### src/rtl/dpram_pkg.sv
// -----------------------------------------------------------------------------
// dpram_pkg
//   Shared definitions for the dual-port RAM access controller.
//   - DW / AW     : default data / address widths (16 x 8 RAM)
//   - CNT_W/MAX   : width and saturation value of the collision counter
//   - req_t       : one requester's command (we, addr, wdata)
//   - prio_e      : round-robin priority state (favour A / favour B)
//   - sat_inc     : saturating increment for the collision counter
// -----------------------------------------------------------------------------
package dpram_pkg;

  localparam int unsigned DW    = 8;
  localparam int unsigned AW    = 4;
  localparam int unsigned CNT_W = 8;

  localparam logic [CNT_W-1:0] CNT_MAX = 8'd255;

  typedef struct packed {
    logic          we;
    logic [AW-1:0] addr;
    logic [DW-1:0] wdata;
  } req_t;

  typedef enum logic {
    PRIO_A = 1'b0,
    PRIO_B = 1'b1
  } prio_e;

  function automatic logic [CNT_W-1:0] sat_inc(input logic [CNT_W-1:0] v);
    return (v == CNT_MAX) ? v : v + CNT_W'(1);
  endfunction

endpackage

### src/rtl/dpram_port_arbiter_rr_arb2.sv
// -----------------------------------------------------------------------------
// rr_arb2
//   Two-way round-robin arbiter. Without a conflict every request is granted.
//   On a conflict exactly one requester is granted according to the priority
//   flop, which then moves to the loser so the loser wins the next conflict.
// Ports:
//   clk, rst_n    : clock, asynchronous active-low reset
//   req[1:0]      : request vector (bit 0 = A, bit 1 = B)
//   conflict      : both requesters collide this cycle
//   gnt[1:0]      : combinational grant vector
// -----------------------------------------------------------------------------
import dpram_pkg::*;

module rr_arb2 (
  input  logic       clk,
  input  logic       rst_n,
  input  logic [1:0] req,
  input  logic       conflict,
  output logic [1:0] gnt
);

  prio_e r_prio;

  // The winner is always the favoured side, so toggling points at the loser.
  always_ff @(posedge clk or negedge rst_n) begin
    if (!rst_n) begin
      r_prio <= PRIO_A;
    end else if (conflict) begin
      r_prio <= (r_prio == PRIO_A) ? PRIO_B : PRIO_A;
    end
  end

  always_comb begin
    gnt = req;
    if (conflict) begin
      gnt = (r_prio == PRIO_A) ? 2'b01 : 2'b10;
    end
  end

endmodule

### src/rtl/dpram_port_arbiter.sv
// -----------------------------------------------------------------------------
// dpram_port_arbiter
//   Access controller in front of a 16x8 dual-port RAM. Requester A drives RAM
//   port A, requester B drives RAM port B. Same-address collisions involving a
//   write are resolved by round-robin; read/read never collides. Read data is
//   returned with a registered rvalid strobe; collision cycles are counted.
//
//   Optional build macro DPRAM_ARB_FWD_EN: a write/read collision is not
//   stalled; the write proceeds and the reader receives the write data from a
//   per-port forwarding register one cycle later. Write/write still arbitrates.
//
// Ports:
//   clk, rst_n                       : clock, asynchronous active-low reset
//   a_/b_req, _we, _addr, _wdata     : requester commands (held until granted)
//   a_/b_gnt                         : combinational grants
//   a_/b_rvalid, a_/b_rdata          : read return
//   ram_we_*, ram_re_*, ram_addr_*,
//   ram_din_*, ram_dout_*            : RAM port controls and data
//   conflict_cnt                     : saturating collision-cycle count
// -----------------------------------------------------------------------------
import dpram_pkg::*;

module dpram_port_arbiter #(
  parameter int unsigned DW = dpram_pkg::DW,
  parameter int unsigned AW = dpram_pkg::AW
) (
  input  logic          clk,
  input  logic          rst_n,
  input  logic          a_req,
  input  logic          a_we,
  input  logic [AW-1:0] a_addr,
  input  logic [DW-1:0] a_wdata,
  input  logic          b_req,
  input  logic          b_we,
  input  logic [AW-1:0] b_addr,
  input  logic [DW-1:0] b_wdata,
  output logic          a_gnt,
  output logic          b_gnt,
  output logic          a_rvalid,
  output logic          b_rvalid,
  output logic [DW-1:0] a_rdata,
  output logic [DW-1:0] b_rdata,
  output logic          ram_we_a,
  output logic          ram_we_b,
  output logic          ram_re_a,
  output logic          ram_re_b,
  output logic [AW-1:0] ram_addr_a,
  output logic [AW-1:0] ram_addr_b,
  output logic [DW-1:0] ram_din_a,
  output logic [DW-1:0] ram_din_b,
  input  logic [DW-1:0] ram_dout_a,
  input  logic [DW-1:0] ram_dout_b,
  output logic [7:0]    conflict_cnt
);

  req_t             w_a_cmd;
  req_t             w_b_cmd;
  logic             w_same_addr;
  logic             w_conflict;
  logic             w_arb_conflict;
  logic             w_fwd_to_a;
  logic             w_fwd_to_b;
  logic [1:0]       w_arb_gnt;
  logic             w_a_acc;
  logic             w_b_acc;
  logic             r_a_rvalid;
  logic             r_b_rvalid;
  logic [CNT_W-1:0] r_conflict_cnt;

  assign w_a_cmd = '{we: a_we, addr: a_addr, wdata: a_wdata};
  assign w_b_cmd = '{we: b_we, addr: b_addr, wdata: b_wdata};

  assign w_same_addr = a_req & b_req & (w_a_cmd.addr == w_b_cmd.addr);
  assign w_conflict  = w_same_addr & (w_a_cmd.we | w_b_cmd.we);

`ifdef DPRAM_ARB_FWD_EN
  // Mixed write/read collisions bypass arbitration: only write/write stalls.
  assign w_fwd_to_b     = w_same_addr & w_a_cmd.we & ~w_b_cmd.we;
  assign w_fwd_to_a     = w_same_addr & w_b_cmd.we & ~w_a_cmd.we;
  assign w_arb_conflict = w_conflict & ~(w_fwd_to_a | w_fwd_to_b);
`else
  assign w_fwd_to_a     = 1'b0;
  assign w_fwd_to_b     = 1'b0;
  assign w_arb_conflict = w_conflict;
`endif

  rr_arb2 u_rr_arb2 (
    .clk      (clk),
    .rst_n    (rst_n),
    .req      ({b_req, a_req}),
    .conflict (w_arb_conflict),
    .gnt      (w_arb_gnt)
  );

  // Grants (and therefore every RAM strobe) are held low during reset.
  assign a_gnt   = w_arb_gnt[0] & rst_n;
  assign b_gnt   = w_arb_gnt[1] & rst_n;
  assign w_a_acc = a_req & a_gnt;
  assign w_b_acc = b_req & b_gnt;

  assign ram_we_a   = w_a_acc & w_a_cmd.we;
  assign ram_we_b   = w_b_acc & w_b_cmd.we;
  assign ram_re_a   = w_a_acc & ~w_a_cmd.we & ~w_fwd_to_a;
  assign ram_re_b   = w_b_acc & ~w_b_cmd.we & ~w_fwd_to_b;
  assign ram_addr_a = w_a_cmd.addr;
  assign ram_addr_b = w_b_cmd.addr;
  assign ram_din_a  = w_a_cmd.wdata;
  assign ram_din_b  = w_b_cmd.wdata;

  always_ff @(posedge clk or negedge rst_n) begin
    if (!rst_n) begin
      r_a_rvalid <= 1'b0;
      r_b_rvalid <= 1'b0;
    end else begin
      r_a_rvalid <= ram_re_a | (w_fwd_to_a & w_a_acc);
      r_b_rvalid <= ram_re_b | (w_fwd_to_b & w_b_acc);
    end
  end

  assign a_rvalid = r_a_rvalid;
  assign b_rvalid = r_b_rvalid;

  always_ff @(posedge clk or negedge rst_n) begin
    if (!rst_n) begin
      r_conflict_cnt <= '0;
    end else if (w_arb_conflict) begin
      r_conflict_cnt <= sat_inc(r_conflict_cnt);
    end
  end

  assign conflict_cnt = r_conflict_cnt;

`ifdef DPRAM_ARB_FWD_EN
  logic          r_a_fwd_sel;
  logic          r_b_fwd_sel;
  logic [DW-1:0] r_a_fwd_data;
  logic [DW-1:0] r_b_fwd_data;

  // The select flag lives only for the cycle its rvalid is high, so a later
  // RAM read on the same port returns ram_dout again.
  always_ff @(posedge clk or negedge rst_n) begin
    if (!rst_n) begin
      r_a_fwd_sel  <= 1'b0;
      r_b_fwd_sel  <= 1'b0;
      r_a_fwd_data <= '0;
      r_b_fwd_data <= '0;
    end else begin
      r_a_fwd_sel <= w_fwd_to_a & w_a_acc;
      r_b_fwd_sel <= w_fwd_to_b & w_b_acc;
      if (w_fwd_to_a) begin
        r_a_fwd_data <= w_b_cmd.wdata;
      end
      if (w_fwd_to_b) begin
        r_b_fwd_data <= w_a_cmd.wdata;
      end
    end
  end

  assign a_rdata = r_a_fwd_sel ? r_a_fwd_data : ram_dout_a;
  assign b_rdata = r_b_fwd_sel ? r_b_fwd_data : ram_dout_b;
`else
  assign a_rdata = ram_dout_a;
  assign b_rdata = ram_dout_b;
`endif

endmodule

### config.mk
export PLATFORM = sky130hd
export DESIGN_NAME = dpram_port_arbiter
export DESIGN_NICKNAME = d
export VERILOG_FILES = /design/src/rtl/dpram_pkg.sv /design/src/rtl/dpram_port_arbiter_rr_arb2.sv /design/src/rtl/dpram_port_arbiter.sv
export SDC_FILE = /design/constraint.sdc
export NUM_CORES = 1
export LEC_CHECK = 0
export BUFFER_PORTS_ARGS = -buffer_cell sky130_fd_sc_hd__buf_4
export CAP_MARGIN = 20
export CORE_MARGIN = 2
export CORE_UTILIZATION = 30
export DETAILED_ROUTE_END_ITERATION = 6
export PLACE_DENSITY = 0.78
export SLEW_MARGIN = 15
export SYNTH_ARGS = -nofsm -noshare
export SYNTH_HDL_FRONTEND = slang
export SYNTH_HIERARCHICAL = 1
export SYNTH_SLANG_ARGS = --single-unit
### constraint.sdc
create_clock -name clk -period 1.6 [get_ports clk]
set_input_delay 0.08 -clock clk [delete_from_list [all_inputs] [get_ports clk]]
set_output_delay 0.08 -clock clk [all_outputs]
set_load 0.01 [all_outputs]
After elaboration in Yosys (flattened, before gate mapping)
Cells that the tools add are included.

cells by class
  mux-type cells = 3
  eq/ne operators = 2
  reduce and logical (&&, ||, !) cells = 1
  bitwise logic cells = 15
  add/subtract/negate cells = 1

operators with widths
  operator                                      count
  bitwise AND 1 bit                             11
  adder 8 x 1 -> 8 bit (second input constant)  1
  equality test 8 bit (second input constant)   1
  equality test 4 bit                           1
  two-way mux 2 bit                             2
  NOT 1 bit                                     3
  AND reduction 2 bit                           1
  two-way mux 1 bit                             1
  OR 1 bit                                      1

word-level totals
  bits in registers = 11

Logic depth before layout (Yosys ltp)
Gate-level depths: netlist of the first run.

  word-level depth = 7
  mapped depth = 7

Hierarchy
The synthesis of the first run kept the hierarchy.

by module, submodules not included
  module              cells each  area an instance (µm²)  seq. area each (µm²)  times used
  dpram_port_arbiter  92          842.1                   250.2                 1
  rr_arb2             5           62.6                    25.0                  1

Worst setup path after synthesis of the first run
Ideal clock, no wire load.

  path kind = reg-to-reg
  from = reg r_conflict_cnt[0], in the netlist conflict_cnt[0]
  to = reg r_conflict_cnt[1], in the netlist conflict_cnt[1]
  data required time = 1.475 ns
  stages on the path, launching flop included = 7
  arrival = 1.684 ns
  clock period less this slack = 1.809 ns
  slack = -0.209 ns
  path through = dfrtp_1 > ha_1 > and3_1 > nand3_1 > or3b_1 > buf_6 > mux2_2

on the way
  cells in the longest elaborated chain, start to end = 3
  elaborated cells between the ends (all ways) = 4
  those cells by class = add/sub (1); eq/ne (1); bitwise (1); reduce/logical (1)

RTL lines
  what                                                                          RTL line                   text
  from (decl)                                                                   dpram_port_arbiter.sv:68   logic [CNT_W-1:0] r_conflict_cnt;
  from (signal assigned)                                                        dpram_port_arbiter.sv:127  r_conflict_cnt <= sat_inc(r_conflict_cnt);
  parallel branches: the longest is 3 deep, another holds adder 8 x 1 -> 8 bit  n/a

Several ways; the timed one is not identified.
A chain may end at the register's enable or synchronous reset.

Final worst setup path of the first run
Same ends and word-level chain as after synthesis.

==> run summary, run 1 <==
• **Worst-path clk slew** 70 ps
• **first-pass GRT wire length** 3.13 mm
• **Seq/Total Area, Yosys** 0.304
• **final clock period utilization by the worst path** 1.05
• **CTS tree** done
• **number of vias per cell after detailed routing** 4.71
• **critical path start-end classification** reg -> reg
• **Pwr per Cell Area** 701 nW/µm²
• **overall die area** 3470 µm²
• **initial antenna violation count** 0
• **number of warnings issued by yosys** 6
• **count of flip-flops with a built-in enable after synthesis** 0
• **total DRC errors in the routed layout** 4
• **vertical die dimension** 58.9 µm
• **total count of max-transition violations in the final report** 0
• **root buf cell** sky130_fd_sc_hd__clkbuf_4
• **H-tree lvl count** 1
• **worst slew margin relative to its limit** 0.835
• **netlist area before placement** 905 µm²
• **synthesized netlist net count** 144
• **Boundary Pins** 102
• **proportion of layout cells with a drive suffix above 1** 0.650
• **failing checks** design-rule violations, negative setup slack
• **cell type with the highest aggregate area in the netlist** sky130_fd_sc_hd__buf_4
• **run status** complete, but fails checks
• **FMAX** 597 MHz
• **Setup WS post-layout** -75.2 ps
• **worst hold-check path type** in -> reg
• **proportion of register bits with asynchronous set or reset after synthesis** 1.00
• **filler instances** 269
• **Bufs on Longest Clock Path** 2
• **via count of the first global-routing pass** 733
• **final number of hold-violating endpoints** 0
• **unrepaired setup endpoints after global routing** yes
• **area fraction of the dominant cell type after synthesis** 0.332
• **transition time at the pin with the least slew margin** 246 ps
• **maximum number of pins on one net before global-route repair** 14
• **Most used DFF post-synth** sky130_fd_sc_hd__dfrtp_1
• **kind of start point of the critical path** register
• **area of the multi-input gates** 393 µm²
• **placement row count** 19
• **Port Buffers** 37
• **die span in x** 58.9 µm
• **Mapped Cells** 97
• **total negative slack** -185 ps
• **violation count after the first detailed-route iteration** 13
• **starting density of the core** 0.322
• **category of the worst setup path capture point** register
• **total number of vias** 697
• **NumNets Final** 165
• **IR drop worst, VDD** 0.220 mV
• **global-route usage over all layers** 0.122
• **number of nets with antenna violations after routing** 0
• **routed wirelength normalized by instance count** 13.7 µm
• **placeable core region** 2810 µm²
• **number of buffers inserted during clock tree synthesis** 3
• **most repeated cell in the gate-level netlist after synthesis** sky130_fd_sc_hd__buf_4
• **Mean Syn Cell Area** 9.33 µm²
• **Crit path required time** 1760 ps
• **data arrival time of the critical path** 1840 ps
• **Clock Skew** 6.17 ps
• **leakage dissipation** 0.621 nW
• **post-detailed-placement half-perimeter wirelength** 1.59 mm
• **setup violators final** 5
• **drt total wl** 2.03 mm
• **maximum capacitance violations** 0
• **P&R area growth vs syn** 30.6%
• **insertion delay to the later sink of the worst-skew pair** 270 ps
• **routability congestion estimate from global placement** 0.882
• **post-layout min period** 1680 ps
• **Yosys reg bits** 11
• **Synth top cells by count** sky130_fd_sc_hd__buf_4, sky130_fd_sc_hd__dfrtp_1, sky130_fd_sc_hd__xnor2_1, sky130_fd_sc_hd__nand3_1, sky130_fd_sc_hd__nor2_1
• **Antenna Diode Count** 0
• **CP max FO** 5
• **count of distinct cell types in the synthesized netlist** 24
• **total grt overflow** 0
• **sink count of the clock tree** 11
• **cell types with the largest area share after synthesis** sky130_fd_sc_hd__buf_4, sky130_fd_sc_hd__dfrtp_1, sky130_fd_sc_hd__xnor2_1
• **TritonRoute pass-1 iters** 6
• **Post-Route Utilization** 0.421
• **area used by sequential logic in the layout** 275 µm²
-- where the power goes --
part | total, mW | switching [mW] | leakage (nW) | internal (mW)
Clock | 0.187 | 0.0947 | 0.0177 | 0.0926
Combinational | 0.301 | 0.122 | 0.454 | 0.179
Sequential | 0.340 | 0.0270 | 0.150 | 0.313
-- path summary, 6_finish.rpt --
check	cells after the start	from	slack (ps)	endpoint
min in group asynchronous	2	rst_n	180	conflict_cnt[0]$_DFFE_PN0P_
max in group asynchronous	2	rst_n	1260	conflict_cnt[5]$_DFFE_PN0P_
min reg2reg	1	u_rr_arb2/r_prio$_DFFE_PN0P_	500	u_rr_arb2/r_prio$_DFFE_PN0P_
max reg2reg	5	conflict_cnt[0]$_DFFE_PN0P_	-80	conflict_cnt[1]$_DFFE_PN0P_
max	5	conflict_cnt[0]$_DFFE_PN0P_	-80	conflict_cnt[1]$_DFFE_PN0P_
min	3	b_req	70	b_rvalid$_DFF_PN0_
-- per-layer routing --
layer / track usage / part of all wire
met3: 0.0440 / 0.12
met2: 0.217 / 0.51
met5: 0 / 0
met1: 0.116 / 0.35
met4: 0.0779 / 0.025
-- logic make-up after synthesis --
family,synth area share
xor gates and xnor gates,0.0968
DFF,0.304
and+or+nand+nor,0.154
adders and majority gates,0.0138
muxes,0.0526
buffers and inverters,0.349
AOI/OAI and AO/OA,0.0304
-- per-stage QoR --
step | instances | hold slack [ps] | worst slack [ps] | total power, mW | area (µm²)
after floorplan | 97 | -216 | -140 | 0.529 | 907
after global placement | 135 | -73.8 | -60.6 | 0.578 | 995
after global routing | 148 | 71.8 | -115 | 0.880 | 1180
final | 148 | 72.1 | -75.2 | 0.828 | 1180
after CTS | 146 | 65.0 | -50.1 | 0.812 | 1120
after detailed placement | 135 | -71.0 | -112 | 0.595 | 995
-- critical path, cell delays in order, from the launching register on --
cell and delay [ps]:
sky130_fd_sc_hd__dfrtp_1 400, sky130_fd_sc_hd__ha_2 190, sky130_fd_sc_hd__and3_4 160, sky130_fd_sc_hd__nand3_2 70
sky130_fd_sc_hd__or3b_4 430, sky130_fd_sc_hd__mux2_4 310
-- registers in the layout (all words and copies together) (netlist names) --
name / count
conflict_cnt: 8
u_rr_arb2/r_prio: 1
a_rvalid: 1
b_rvalid: 1
-- area by class of cell --
type                    instances  share of cell area
well taps                      31              0.0328
inverters                       1             0.00318
clock buffers                   3              0.0191
multi-input cells              44               0.333
repair buffers                 57               0.375
clock inverters                 1             0.00424
flip-flops and latches         11               0.233
-- cells in the final DEF, fill, tap and decap left out, drive strengths merged, types with 2 or more instances in the layout --
master,n
and2,2
and3,4
buf,54
clkbuf,3
dfrtp,11
dlygate4sd3,3
mux2,3
nand2,4
nand3,5
nor2,5
nor3,2
xnor2,6
xor2,4
-- what timing repair did --
action	CTS	global route
resized for setup	6	11
buffers inserted	4	2
hold endpoints to repair	13	0
setup endpoints to repair	8	8
hold buffers	3	0
pin swaps	4	3
Power figures use the tool's default switching activity.
==> run 2, diff against run 1 <==
--- a/config.mk
+++ b/config.mk
@@ -8,9 +8,9 @@
 export BUFFER_PORTS_ARGS = -buffer_cell sky130_fd_sc_hd__buf_4
 export CAP_MARGIN = 20
 export CORE_MARGIN = 2
-export CORE_UTILIZATION = 30
+export CORE_UTILIZATION = 36
 export DETAILED_ROUTE_END_ITERATION = 6
-export PLACE_DENSITY = 0.78
+export PLACE_DENSITY = 0.88
 export SLEW_MARGIN = 15
 export SYNTH_ARGS = -nofsm -noshare
 export SYNTH_HDL_FRONTEND = slang
==> constraint.sdc (replaced) <==
create_clock -name clk -period 2 [get_ports clk]
set_input_delay 0.1 -clock clk [delete_from_list [all_inputs] [get_ports clk]]
set_output_delay 0.1 -clock clk [all_outputs]
set_load 0.01 [all_outputs]
==> run 2 against run 1 <==
Against the previous run: the flow now finishes without violations; routed wire length fell by 13%; first-iteration DRC count fell by 85%; cell count fell by 11%; critical path type unchanged; largest cell class is now multi-input gates; highest routed layer unchanged.
==> run summary, run 2 (synthesis results as in run 1) <==
• **via count of the first global-routing pass** 674, was 733
• **unrepaired setup endpoints after global routing** no, was yes
• **capture point of the worst path** conflict_cnt[4]$_DFFE_PN0P_, was conflict_cnt[1]$_DFFE_PN0P_
• **logic gate share of total power** 0.268, was 0.363
• **Clock Skew** 4.06 ps, was 6.17 ps
• **NumNets Final** 149, was 165
• **power share of the clock group** 0.250, was 0.226
• **leakage dissipation** 0.518 nW, was 0.621 nW
• **TritonRoute pass-1 iters** 3, was 6
• **overall power** 0.584 mW, was 0.828 mW
• **wire length the detailed router placed on met1** 597 µm, was 707 µm
• **run status** finished, final reports clean, was complete, but fails checks
• **drt total wl** 1.77 mm, was 2.03 mm
• **total negative slack** 0 ps, was -185 ps
• **total DRC errors in the routed layout** 0, was 4
• **r2r startpoint** conflict_cnt[0]$_DFFE_PN0P_, unchanged
• **Port Buffers** 37, unchanged
• **filler instances** 244, was 269
• **Worst R2R Path Depth** 6, was 5
• **Pwr per Cell Area** 600 nW/µm², was 701 nW/µm²
• **vertical die dimension** 54.1 µm, was 58.9 µm
• **worst slew margin relative to its limit** 0.809, was 0.835
• **total number of vias** 638, was 697
• **total grt overflow** 0, unchanged
• **worst hold-check path type** in -> reg, unchanged
• **maximum number of pins on one net before global-route repair** 14, unchanged
• **post-layout min period** 1860 ps, was 1680 ps
• **switching power** 0.167 mW, was 0.243 mW
• **kind of start point of the critical path** register, unchanged
• **Detail Route met3 WL** 276 µm, was 241 µm
• **placement row count** 18, was 19
• **endpoint of the worst-slack reg-to-reg timing path** conflict_cnt[4]$_DFFE_PN0P_, was conflict_cnt[1]$_DFFE_PN0P_
• **transition time at the pin with the least slew margin** 284 ps, was 246 ps
• **global-route usage over all layers** 0.132, was 0.122
• **routability congestion estimate from global placement** 0.740, was 0.882
• **P&R area growth vs syn** 7.75%, was 30.6%
• **FMAX** 537 MHz, was 597 MHz
• **Worst-path clk slew** 70 ps, about the same
• **commonest non-fill, non-tap cell in the layout** sky130_fd_sc_hd__buf_4, unchanged
• **initial antenna violation count** 0, unchanged
• **stage delay of the slowest cell on the critical path** 440 ps, was 430 ps
• **Flop pwr share** 0.483, was 0.410
• **proportion of layout cells with a drive suffix above 1** 0.455, was 0.650
• **IR drop worst, VDD** 0.375 mV, was 0.220 mV
• **sink count of the clock tree** 11, unchanged
• **most frequent cells in the layout** sky130_fd_sc_hd__buf_4, sky130_fd_sc_hd__dfrtp_1, sky130_fd_sc_hd__xnor2_1, was sky130_fd_sc_hd__buf_4, sky130_fd_sc_hd__dfrtp_1, sky130_fd_sc_hd__nand2_1, sky130_fd_sc_hd__xor2_1
• **setup violators final** 0, was 5
• **tightest hold margin** 85.9 ps, was 72.1 ps
• **met2 wire len** 875 µm, was 1.03 mm
• **total count of max-transition violations in the final report** 0, unchanged
• **critical path start-end classification** reg -> reg, unchanged
• **Post-CTS Repair Setup Buffers** 0, was 4
• **first-pass GRT wire length** 2.75 mm, was 3.13 mm
• **H-tree lvl count** 1, unchanged
• **category of the worst setup path capture point** register, unchanged
• **number of nets with antenna violations after routing** 0, unchanged
• **data arrival time of the critical path** 2040 ps, was 1840 ps
• **number of vias per cell after detailed routing** 4.87, was 4.71
• **routed wirelength normalized by instance count** 13.5 µm, was 13.7 µm
• **cell internal power dissipation** 0.418 mW, was 0.585 mW
• **crit path from** conflict_cnt[0]$_DFFE_PN0P_, unchanged
• **final number of hold-violating endpoints** 0, unchanged
• **CTS tree** done, unchanged
• **Highest Signal Layer** met4, unchanged
• **Boundary Pins** 102, unchanged
• **post-detailed-placement half-perimeter wirelength** 1.46 mm, was 1.59 mm
• **Crit path required time** 2180 ps, was 1760 ps
• **root buf cell** sky130_fd_sc_hd__clkbuf_4, unchanged
• **placeable core region** 2430 µm², was 2810 µm²
• **Antenna Diode Count** 0, unchanged
• **CP max FO** 5, unchanged
• **final clock period utilization by the worst path** 0.930, was 1.05
• **max reg flops** 8, unchanged
• **die span in x** 54.1 µm, was 58.9 µm
• **share of total power consumed by net switching** 0.285, was 0.294
• **insertion delay to the later sink of the worst-skew pair** 260 ps, was 270 ps
• **Bufs on Longest Clock Path** 2, unchanged
• **violation count after the first detailed-route iteration** 2, was 13
• **CP cell instances** ha_1, and3_1, nand3_1, or3b_4, nor2_1, xor2_1, was ha_2, and3_4, nand3_2, or3b_4, mux2_4
• **Worst path slowest cell** sky130_fd_sc_hd__or3b_4, unchanged
• **overall die area** 2930 µm², was 3470 µm²
• **number of buffers inserted during clock tree synthesis** 3, unchanged
• **slack of the worst reg-to-reg path** 140 ps, was -80 ps
• **maximum capacitance violations** 0, unchanged
• **starting density of the core** 0.372, was 0.322
==> run 2: cell types whose count changed in the layout (fill, tap and decap cells not counted), sizes merged <==
cell / before / now
clkinv: 1 / 0
buf: 54 / 38
clkbuf: 3 / 4
==> run 2: per-stage QoR <==
step / instances / util / setup WS, ps / cell area [µm²]
floorplan: 97 / - / 191 / 905
global placement: 124 / 0.377 / 195 / 916
detailed placement: 124 / 0.377 / 87.0 / 916
CTS: 131 / 0.400 / 58.6 / 972
global route: 131 / 0.401 / 61.4 / 975
finish: 131 / 0.401 / 139 / 975
==> run 2: worst min-delay path by stage <==
stage,startpoint,end,slack [ps],cells past startpoint
final,a_req,a_rvalid$_DFF_PN0_,90,3
after global routing,a_req,a_rvalid$_DFF_PN0_,100,3
after CTS,a_req,a_rvalid$_DFF_PN0_,80,3
after detailed placement,rst_n,conflict_cnt[4]$_DFFE_PN0P_,-50,1
after global placement,rst_n,conflict_cnt[4]$_DFFE_PN0P_,-50,1
after floorplan,rst_n,a_rvalid$_DFF_PN0_,-200,0
==> run 2: timing repair <==
item                                   CTS  global route
setup endpoints to repair                0             3
endpoints found under the hold margin   13             0
hold buffers                             3             0
resized for setup                        0             1
==> run 2: layout make-up <==
class	instances	area, µm²	share of cell area
clock buffer	4	26.3	0.0270
inverter	1	3.75	0.00385
multi-input combinational	44	317	0.325
sequential	11	275	0.282
tap	30	37.5	0.0385
timing repair buffer	41	315	0.323
==> run 2: worst max-delay path, delay by kind of cell, from the launching register on <==
kind	cells	cell delay (ps)
fa+ha+maj	1	270
simple gates	4	910
flops	1	430
xor+xnor	1	170
==> run 2: per-layer routing <==
layer,up-vias,GRT usage
li1,286,-
met1,290,0.126
met2,54,0.223
met3,8,0.0750
met4,0,0.0708
met5,-,0
==> run 2: power groups by stage <==
stage	Combinational, mW	Sequential [mW]	Clock (mW)
finish	0.156	0.282	0.146
global route	0.173	0.287	0.169
CTS	0.160	0.282	0.153
detailed placement	0.154	0.286	0
global placement	0.151	0.281	0
floorplan	0.133	0.288	0
